==> config.mk <==
export PLATFORM = sky130hd
export DESIGN_NAME = branch_predictor_flat
export DESIGN_NICKNAME = d
export VERILOG_FILES = /design/src/rtl/branch_predictor_pkg.sv /design/src/rtl/branch_predictor_if.sv /design/src/rtl/branch_pred_table.sv /design/src/rtl/branch_predictor.sv /design/src/flat_wrapper.sv
export SDC_FILE = /design/constraint.sdc
export NUM_CORES = 2
export LEC_CHECK = 0
export CAP_MARGIN = 5
export CORE_MARGIN = 3
export CORE_UTILIZATION = 62
export DETAILED_ROUTE_END_ITERATION = 12
export GPL_TIMING_DRIVEN = 0
export PLACE_DENSITY = 0.81
export SLEW_MARGIN = 30
export SYNTH_ARGS = -nofsm -noshare
export SYNTH_HDL_FRONTEND = slang
export SYNTH_SLANG_ARGS = --single-unit
==> constraint.sdc <==
create_clock -name clock -period 7.3 [get_ports clock]
set_input_delay 1.46 -clock clock [delete_from_list [all_inputs] [get_ports clock]]
set_output_delay 1.46 -clock clock [all_outputs]
set_load 0.01 [all_outputs]
==> src/rtl/branch_predictor_pkg.sv <==
// Shared definitions for the IF-stage branch predictor.
// Holds the 2-bit counter encoding, the conditional-branch opcodes
// and the saturating counter helpers used by the training path.
package branch_predictor_pkg;

   typedef logic [1:0] cnt_t;

   // 2-bit saturating counter states; bit 1 set means "predict taken"
   localparam cnt_t SNT = 2'b00;
   localparam cnt_t WNT = 2'b01;
   localparam cnt_t WT  = 2'b10;
   localparam cnt_t ST  = 2'b11;

   localparam logic [5:0] OP_REGIMM = 6'b000001;
   localparam logic [5:0] OP_BEQ    = 6'b000100;
   localparam logic [5:0] OP_BNE    = 6'b000101;
   localparam logic [5:0] OP_BLEZ   = 6'b000110;
   localparam logic [5:0] OP_BGTZ   = 6'b000111;

   function automatic cnt_t sat_inc(input cnt_t c);
      return (c == ST) ? ST : cnt_t'(c + 2'd1);
   endfunction

   function automatic cnt_t sat_dec(input cnt_t c);
      return (c == SNT) ? SNT : cnt_t'(c - 2'd1);
   endfunction

   function automatic logic is_cond_branch(input logic [5:0] op);
      return (op == OP_BEQ) || (op == OP_BNE) || (op == OP_BLEZ) ||
             (op == OP_BGTZ) || (op == OP_REGIMM);
   endfunction

endpackage

==> src/rtl/branch_predictor_if.sv <==
// Signal bundle between the pipeline (fetch + ID branch resolver) and the
// branch predictor.
//   master : pipeline side, drives IF lookup and ID resolve, receives
//            prediction / mispredict / recovery PC
//   slave  : predictor side
interface branch_predictor_if;

   logic [31:0] IF_PC;
   logic [5:0]  IF_op;
   logic        PCWrite;
   logic        ID_Flush;
   logic        ID_resolve;
   logic [31:0] ID_PC;
   logic        ID_taken;
   logic [31:0] ID_target;

   logic        predict_taken;
   logic [31:0] predict_target;
   logic        ID_predicted;
   logic        mispredict;
   logic [31:0] recover_PC;

   modport master (
      output IF_PC, IF_op, PCWrite, ID_Flush, ID_resolve, ID_PC, ID_taken, ID_target,
      input  predict_taken, predict_target, ID_predicted, mispredict, recover_PC
   );

   modport slave (
      input  IF_PC, IF_op, PCWrite, ID_Flush, ID_resolve, ID_PC, ID_taken, ID_target,
      output predict_taken, predict_target, ID_predicted, mispredict, recover_PC
   );

endinterface

==> src/rtl/branch_pred_table.sv <==
// Direct-mapped BTB storage: valid, tag, 2-bit counter and target per entry.
// Ports:
//   clock, reset          : clock and synchronous active-high reset
//   rd_idx / rd_*         : combinational read for the IF lookup
//   up_idx / up_*         : combinational read of the entry being trained
//   we, wr_idx, wr_*      : synchronous write; a write always marks the entry valid
// Reset clears valid and loads INIT_CNT into every counter; tag and target
// storage is left unreset. Reset takes priority over a write in the same cycle.
module branch_pred_table
   import branch_predictor_pkg::*;
#(
   parameter int   ENTRIES  = 16,
   parameter cnt_t INIT_CNT = WNT,
   localparam int  IDX      = $clog2(ENTRIES),
   localparam int  TAGW     = 30 - IDX
) (
   input  logic            clock,
   input  logic            reset,
   input  logic [IDX-1:0]  rd_idx,
   output logic            rd_valid,
   output logic [TAGW-1:0] rd_tag,
   output cnt_t            rd_cnt,
   output logic [31:0]     rd_target,
   input  logic [IDX-1:0]  up_idx,
   output logic            up_valid,
   output logic [TAGW-1:0] up_tag,
   output cnt_t            up_cnt,
   output logic [31:0]     up_target,
   input  logic            we,
   input  logic [IDX-1:0]  wr_idx,
   input  logic [TAGW-1:0] wr_tag,
   input  cnt_t            wr_cnt,
   input  logic [31:0]     wr_target
);

   logic            valid_q  [ENTRIES];
   logic            valid_d  [ENTRIES];
   cnt_t            cnt_q    [ENTRIES];
   cnt_t            cnt_d    [ENTRIES];
   logic [TAGW-1:0] tag_q    [ENTRIES];
   logic [TAGW-1:0] tag_d    [ENTRIES];
   logic [31:0]     target_q [ENTRIES];
   logic [31:0]     target_d [ENTRIES];

   // Reads see the registered state only, so a same-cycle write is not bypassed.
   always_comb begin
      rd_valid  = valid_q[rd_idx];
      rd_tag    = tag_q[rd_idx];
      rd_cnt    = cnt_q[rd_idx];
      rd_target = target_q[rd_idx];
      up_valid  = valid_q[up_idx];
      up_tag    = tag_q[up_idx];
      up_cnt    = cnt_q[up_idx];
      up_target = target_q[up_idx];
   end

   always_comb begin
      valid_d  = valid_q;
      cnt_d    = cnt_q;
      tag_d    = tag_q;
      target_d = target_q;
      if (we) begin
         valid_d[wr_idx]  = 1'b1;
         cnt_d[wr_idx]    = wr_cnt;
         tag_d[wr_idx]    = wr_tag;
         target_d[wr_idx] = wr_target;
      end
   end

   always_ff @(posedge clock) begin
      if (reset) begin
         valid_q <= '{default: 1'b0};
         cnt_q   <= '{default: INIT_CNT};
      end else begin
         valid_q <= valid_d;
         cnt_q   <= cnt_d;
      end
   end

   // Tag and target are only meaningful behind a valid bit; a write attempted
   // under reset is harmless because the entry comes out of reset invalid.
   always_ff @(posedge clock) begin
      tag_q    <= tag_d;
      target_q <= target_d;
   end

endmodule

==> src/rtl/branch_predictor.sv <==
// IF-stage dynamic branch predictor: direct-mapped BTB with 2-bit counters.
// Ports:
//   clock, reset : clock and synchronous active-high reset
//   bp (slave)   : IF lookup (IF_PC, IF_op), pipeline control (PCWrite,
//                  ID_Flush), ID resolve (ID_resolve, ID_PC, ID_taken,
//                  ID_target); outputs predict_taken/predict_target,
//                  ID_predicted, mispredict, recover_PC
// Prediction is combinational from IF_PC/IF_op. Training happens at the
// clock edge on ID_resolve && PCWrite and is visible the cycle after.
module branch_predictor
   import branch_predictor_pkg::*;
#(
   parameter int   ENTRIES  = 16,
   parameter cnt_t INIT_CNT = WNT
) (
   input logic               clock,
   input logic               reset,
   branch_predictor_if.slave bp
);

   localparam int IDX  = $clog2(ENTRIES);
   localparam int TAGW = 30 - IDX;

   logic [IDX-1:0]  rd_idx;
   logic [TAGW-1:0] rd_tag_pc;
   logic            rd_valid;
   logic [TAGW-1:0] rd_tag;
   cnt_t            rd_cnt;
   logic [31:0]     rd_target;

   logic [IDX-1:0]  up_idx;
   logic [TAGW-1:0] up_tag_pc;
   logic            up_valid;
   logic [TAGW-1:0] up_tag;
   cnt_t            up_cnt;
   logic [31:0]     up_target;

   logic            we;
   cnt_t            wr_cnt;
   logic [31:0]     wr_target;

   logic            upd_fire;
   logic            up_hit;
   logic            id_predicted_d;
   logic            id_predicted_q;

   assign rd_idx    = bp.IF_PC[IDX+1:2];
   assign rd_tag_pc = bp.IF_PC[31:IDX+2];
   assign up_idx    = bp.ID_PC[IDX+1:2];
   assign up_tag_pc = bp.ID_PC[31:IDX+2];

   branch_pred_table #(
      .ENTRIES  (ENTRIES),
      .INIT_CNT (INIT_CNT)
   ) u_table (
      .clock     (clock),
      .reset     (reset),
      .rd_idx    (rd_idx),
      .rd_valid  (rd_valid),
      .rd_tag    (rd_tag),
      .rd_cnt    (rd_cnt),
      .rd_target (rd_target),
      .up_idx    (up_idx),
      .up_valid  (up_valid),
      .up_tag    (up_tag),
      .up_cnt    (up_cnt),
      .up_target (up_target),
      .we        (we),
      .wr_idx    (up_idx),
      .wr_tag    (up_tag_pc),
      .wr_cnt    (wr_cnt),
      .wr_target (wr_target)
   );

   always_comb begin
      bp.predict_taken  = is_cond_branch(bp.IF_op) && rd_valid &&
                          (rd_tag == rd_tag_pc) && rd_cnt[1];
      bp.predict_target = bp.predict_taken ? rd_target : bp.IF_PC + 32'd4;
   end

   // Training: a hit adjusts the counter (and refreshes the target when taken);
   // a taken miss allocates as weakly taken; a not-taken miss leaves the table alone.
   always_comb begin
      upd_fire  = bp.ID_resolve && bp.PCWrite;
      up_hit    = up_valid && (up_tag == up_tag_pc);
      we        = 1'b0;
      wr_cnt    = up_cnt;
      wr_target = up_target;
      if (upd_fire) begin
         if (up_hit) begin
            we = 1'b1;
            if (bp.ID_taken) begin
               wr_cnt    = sat_inc(up_cnt);
               wr_target = bp.ID_target;
            end else begin
               wr_cnt    = sat_dec(up_cnt);
            end
         end else if (bp.ID_taken) begin
            we        = 1'b1;
            wr_cnt    = WT;
            wr_target = bp.ID_target;
         end
      end
   end

   // Flush wins even while stalled so a squashed slot never carries a prediction.
   always_comb begin
      id_predicted_d = id_predicted_q;
      if (bp.ID_Flush) begin
         id_predicted_d = 1'b0;
      end else if (bp.PCWrite) begin
         id_predicted_d = bp.predict_taken;
      end
   end

   always_ff @(posedge clock) begin
      if (reset) begin
         id_predicted_q <= 1'b0;
      end else begin
         id_predicted_q <= id_predicted_d;
      end
   end

   always_comb begin
      bp.ID_predicted = id_predicted_q;
      bp.mispredict   = upd_fire && (bp.ID_taken != id_predicted_q);
      bp.recover_PC   = bp.ID_taken ? bp.ID_target : bp.ID_PC + 32'd4;
   end

endmodule

==> src/flat_wrapper.sv <==
// flat-port wrapper written by rule: the top's interface ports become plain ports
module branch_predictor_flat import branch_predictor_pkg::*;
#(
   parameter int   ENTRIES  = 16,
   parameter cnt_t INIT_CNT = WNT
)
  (clock, reset, bp_IF_PC, bp_IF_op, bp_PCWrite, bp_ID_Flush, bp_ID_resolve, bp_ID_PC, bp_ID_taken, bp_ID_target, bp_predict_taken, bp_predict_target, bp_ID_predicted, bp_mispredict, bp_recover_PC);
  branch_predictor_if bp_i ();
  input logic clock;
  input logic reset;
  input wire logic [$bits(bp_i.IF_PC)-1:0] bp_IF_PC;
  input wire logic [$bits(bp_i.IF_op)-1:0] bp_IF_op;
  input wire logic [$bits(bp_i.PCWrite)-1:0] bp_PCWrite;
  input wire logic [$bits(bp_i.ID_Flush)-1:0] bp_ID_Flush;
  input wire logic [$bits(bp_i.ID_resolve)-1:0] bp_ID_resolve;
  input wire logic [$bits(bp_i.ID_PC)-1:0] bp_ID_PC;
  input wire logic [$bits(bp_i.ID_taken)-1:0] bp_ID_taken;
  input wire logic [$bits(bp_i.ID_target)-1:0] bp_ID_target;
  output wire logic [$bits(bp_i.predict_taken)-1:0] bp_predict_taken;
  output wire logic [$bits(bp_i.predict_target)-1:0] bp_predict_target;
  output wire logic [$bits(bp_i.ID_predicted)-1:0] bp_ID_predicted;
  output wire logic [$bits(bp_i.mispredict)-1:0] bp_mispredict;
  output wire logic [$bits(bp_i.recover_PC)-1:0] bp_recover_PC;
  assign bp_i.IF_PC = bp_IF_PC;
  assign bp_i.IF_op = bp_IF_op;
  assign bp_i.PCWrite = bp_PCWrite;
  assign bp_i.ID_Flush = bp_ID_Flush;
  assign bp_i.ID_resolve = bp_ID_resolve;
  assign bp_i.ID_PC = bp_ID_PC;
  assign bp_i.ID_taken = bp_ID_taken;
  assign bp_i.ID_target = bp_ID_target;
  assign bp_predict_taken = bp_i.predict_taken;
  assign bp_predict_target = bp_i.predict_target;
  assign bp_ID_predicted = bp_i.ID_predicted;
  assign bp_mispredict = bp_i.mispredict;
  assign bp_recover_PC = bp_i.recover_PC;
  branch_predictor #(.ENTRIES(ENTRIES), .INIT_CNT(INIT_CNT)) u_core (.clock(clock), .reset(reset), .bp(bp_i));
endmodule
==> impl_results.md <==
- Ys flop type: edfxtp_1
- Overflow after GRT: 0
- Placer Congestion: 1.013
- Largest net degree at the start of global routing: 44
- Gr busiest metal: met2
- Vias in the first global route: 31.72k
- Crit path DAT: 5830 ps
- CTS tree: built
- TritonCTS Buffers: 100
- Detailed-route via count: 31.57k
- CTS Sinks: 977
- Placed insts: 3784
- Chip height: 283.4 um
- Final Net Count: 2967
- Clk_lat worst skew: 680 ps
- Register area share after synthesis: 60.46%
- Synth Net Count: 2679
- Worst reg2reg path startpoint: u_core.u_table.tag_q[94]
- Setup violators final: 0
- CTS Hold Bufs: 0
- Initial core utilization: 62.72%
- Met3 GRT Util: 16.10%
- Routed Antenna Nets: 0
- Final Hold Violating Endpoints: 0
- Switching Power: 3.079 mW
- Synth area leader: edfxtp_1
- Drc violations: 0
- Yosys warns: 0
- Post-route cell area: 0.05502 mm^2
- # IOs: 175
- Commonest non-fill, non-tap cell in the layout: edfxtp_1
- Post-synthesis register bit count: 977
- HP Class: flop to flop
- # H-tree levels: 3
- Critical path type: input port to output pin
- Worst Setup Start Kind: input port
- Final Skew: 25.15 ps
- Input/output buffers: 171
- HPWL Detailed: 108700 um
- Syn avg cell area: 18.59 um^2
- Pre-CTS setup slack: -1675 ps
- FF-to-FF End: u_core.u_table.target_q[477]
- Vias per cell: 7.956
- Leak Pwr: 17.56 nW
- Most frequent cells in the layout: edfxtp_1, mux4_2, clkdlybuf4s50_1
- Outcome: completed
- Non-Filler Instances: 3968
- Hold-critical path endpoint: u_core.u_table.valid_q[11]
- Relative slew slack: 22.73%
- Util after Layout: 72.32%
- Area Overhead vs Synth: 15.32%
- Max FO, Critical Path: 10
- Core Box Area: 0.07608 mm^2
- Worst hold slack: 484.7 ps
- Cell Rows: 101
- Hold path startpoint: u_core.u_table.valid_q[11]
- FF-to-FF setup slack: 2800 ps
- Yosys cell types: 66
- Initial antenna violation count: 10
- EDFF count, synth: 928
- Syn Std Cell Area: 0.04771 mm^2
- DIE AREA: 0.08032 mm^2
- Clock power share: 40.1%
- Maxcap violations: 0
- WP data required: 5840 ps
- Worst-path clk slew: 60 ps
- Syn Inst Count: 2566
- TritonRoute pass-1 iters: 8
- Area of placed instances: 0.05128 mm^2
- Post-synth ARST share: 0%
- Gr usage total: 42.10%
- Power per cell area: 232.3 mW/mm^2
- Root buffer cell: clkbuf_16
- Tmin final: 7290 ps
- Area contributors post-synth: edfxtp_1, mux4_2, mux2i_1, dfxtp_1, mux2_2
- Worst vdd ir: 0.3368 mV
- Total Power: 12.78 mW
- Register-to-Register Path Depth: 11
- Sw Share: 24.09%
- Slew @ Worst Pin: 1159 ps
- Routed wire length per instance: 42.42 um
- Post-route setup slack: 9.818 ps
- Max Slew Vio Count: 0
- Drt first-iter violations: 5890
- Layout cell share with drive strength beyond 1: 32.13%
- Pint: 9.701 mW
- First-pass GRT wire length: 235600 um
- Logic pwr share: 11.1%
- Fmax: 0.1372 GHz
- Synth top area share: 58.41%
- DIE WIDTH: 283.4 um
- WHS Path Cells: 2
- Fin Setup TNS: 0 ps
- Period utilization: 99.87%
- Met1 capacity usage during global routing: 52.77%
- Crit end category: output pin
- Reg power frac: 48.9%
- Max Root-Sink Buffers: 3
- Routed WL: 168300 um
- GR Layer Usage met2: 62.50%
- Number of fill cells: 4505
worst max path at each step:
stage	endpoint	cells past startpoint	startpoint	slack (ps)
floorplan	bp_predict_target[0]	12	bp_IF_PC[2]	1290
global placement	u_core.u_table.target_q[54]	14	bp_ID_PC[3]	-2260
detailed placement	bp_recover_PC[31]	15	bp_ID_PC[2]	-1670
CTS	bp_predict_target[4]	16	bp_IF_PC[2]	-70
global route	bp_predict_target[26]	15	bp_IF_PC[2]	-50
finish	bp_predict_target[29]	12	bp_IF_PC[3]	10
state kept, by name, indices dropped and copies added, names as in the netlist:
| signal | cells |
|---|---|
| u_core.bp.ID_predicted | 1 |
| u_core.u_table.cnt_q | 32 |
| u_core.u_table.tag_q | 416 |
| u_core.u_table.target_q | 512 |
| u_core.u_table.valid_q | 16 |
what timing repair did:
item | CTS | global route
pin swaps | 2 | 2
setup buffers | 3 | 0
gates resized for setup | 124 | 54
endpoints found under the hold margin | 0 | 0
endpoints found under the setup margin | 53 | 36
power groups by stage:
stage | Combinational, mW | Clock [mW] | Sequential, mW
after floorplan | 0.748 | 0 | 6.35
after global placement | 1.28 | 0 | 6.36
after detailed placement | 1.32 | 0 | 6.36
after CTS | 1.35 | 5.10 | 6.24
after global routing | 1.44 | 5.32 | 6.24
final | 1.41 | 5.12 | 6.24
Yosys cell counts (3+ instances only):
cell       instances
dfxtp_1           49
nor2_1            35
a31oi_1            3
buf_6             12
nor2b_1           18
a221o_1           18
mux2i_1          106
o22ai_1            5
and3_1            14
or4_1              3
ha_1               5
nand2_2           10
buf_2             59
and2_1            18
edfxtp_1         928
nand2b_1          28
a221oi_1           5
o32ai_1           14
o211ai_1           7
xnor2_1           57
and4_1             4
xor2_1            59
mux4_2           527
o21bai_1           4
nor4_1             9
buf_1             25
a22oi_1           12
inv_1             42
a211oi_1          14
a2111oi_0          3
nand4_1           16
o21ai_0           64
nor3_1            17
mux2_2            50
buf_4             10
a22o_1             5
clkbuf_1          82
nand3_1           38
nand2_1          124
a21oi_1           37
layout make-up:
| cell class | instances | area (um^2) | area share [%] |
|---|---|---|---|
| clock inverters | 56 | 551.8 | 1.003 |
| diodes | 6 | 15.01 | 0.02729 |
| multi-input cells | 1356 | 17960 | 32.65 |
| inverters | 42 | 237.7 | 0.4321 |
| plain buffers | 186 | 1294 | 2.351 |
| repair buffers | 191 | 2185 | 3.971 |
| well taps | 1030 | 1289 | 2.342 |
| clock buffers | 124 | 2635 | 4.789 |
| flip-flops and latches | 977 | 28850 | 52.43 |
cell families (layout without fill, tap and decap cells):
family	Yosys count	count (layout)	synth area share [%]
DFF	977	977	60.46
muxes	685	685	28.39
and+or+nand+nor	338	338	3.501
buffers and inverters	233	599	2.316
AOI/OAI and AO/OA	211	211	3.047
xor gates and xnor gates	116	116	2.129
adders and majority gates	6	6	0.1521
other	0	6	0
routing by layer:
layer  up-vias  routed length (um)  part of all wire (%)
met5         -                  49                 0.029
met4         8               13060                   7.8
met3       798               27930                    17
met2      3534               75620                    45
met1     15830               51680                    31
li1      11410                   -                     -
critical path, stage by stage:
cell and delay, ps:
clkdlybuf4s50_1 500, clkbuf_4 260, buf_4 280, buf_4 360, clkbuf_8 330, clkbuf_2 420
clkbuf_4 400, mux4_2 400, mux4_2 590, nand2_1 120, o21ai_0 140, clkdlybuf4s50_1 520
Power figures use the tool's default switching activity.
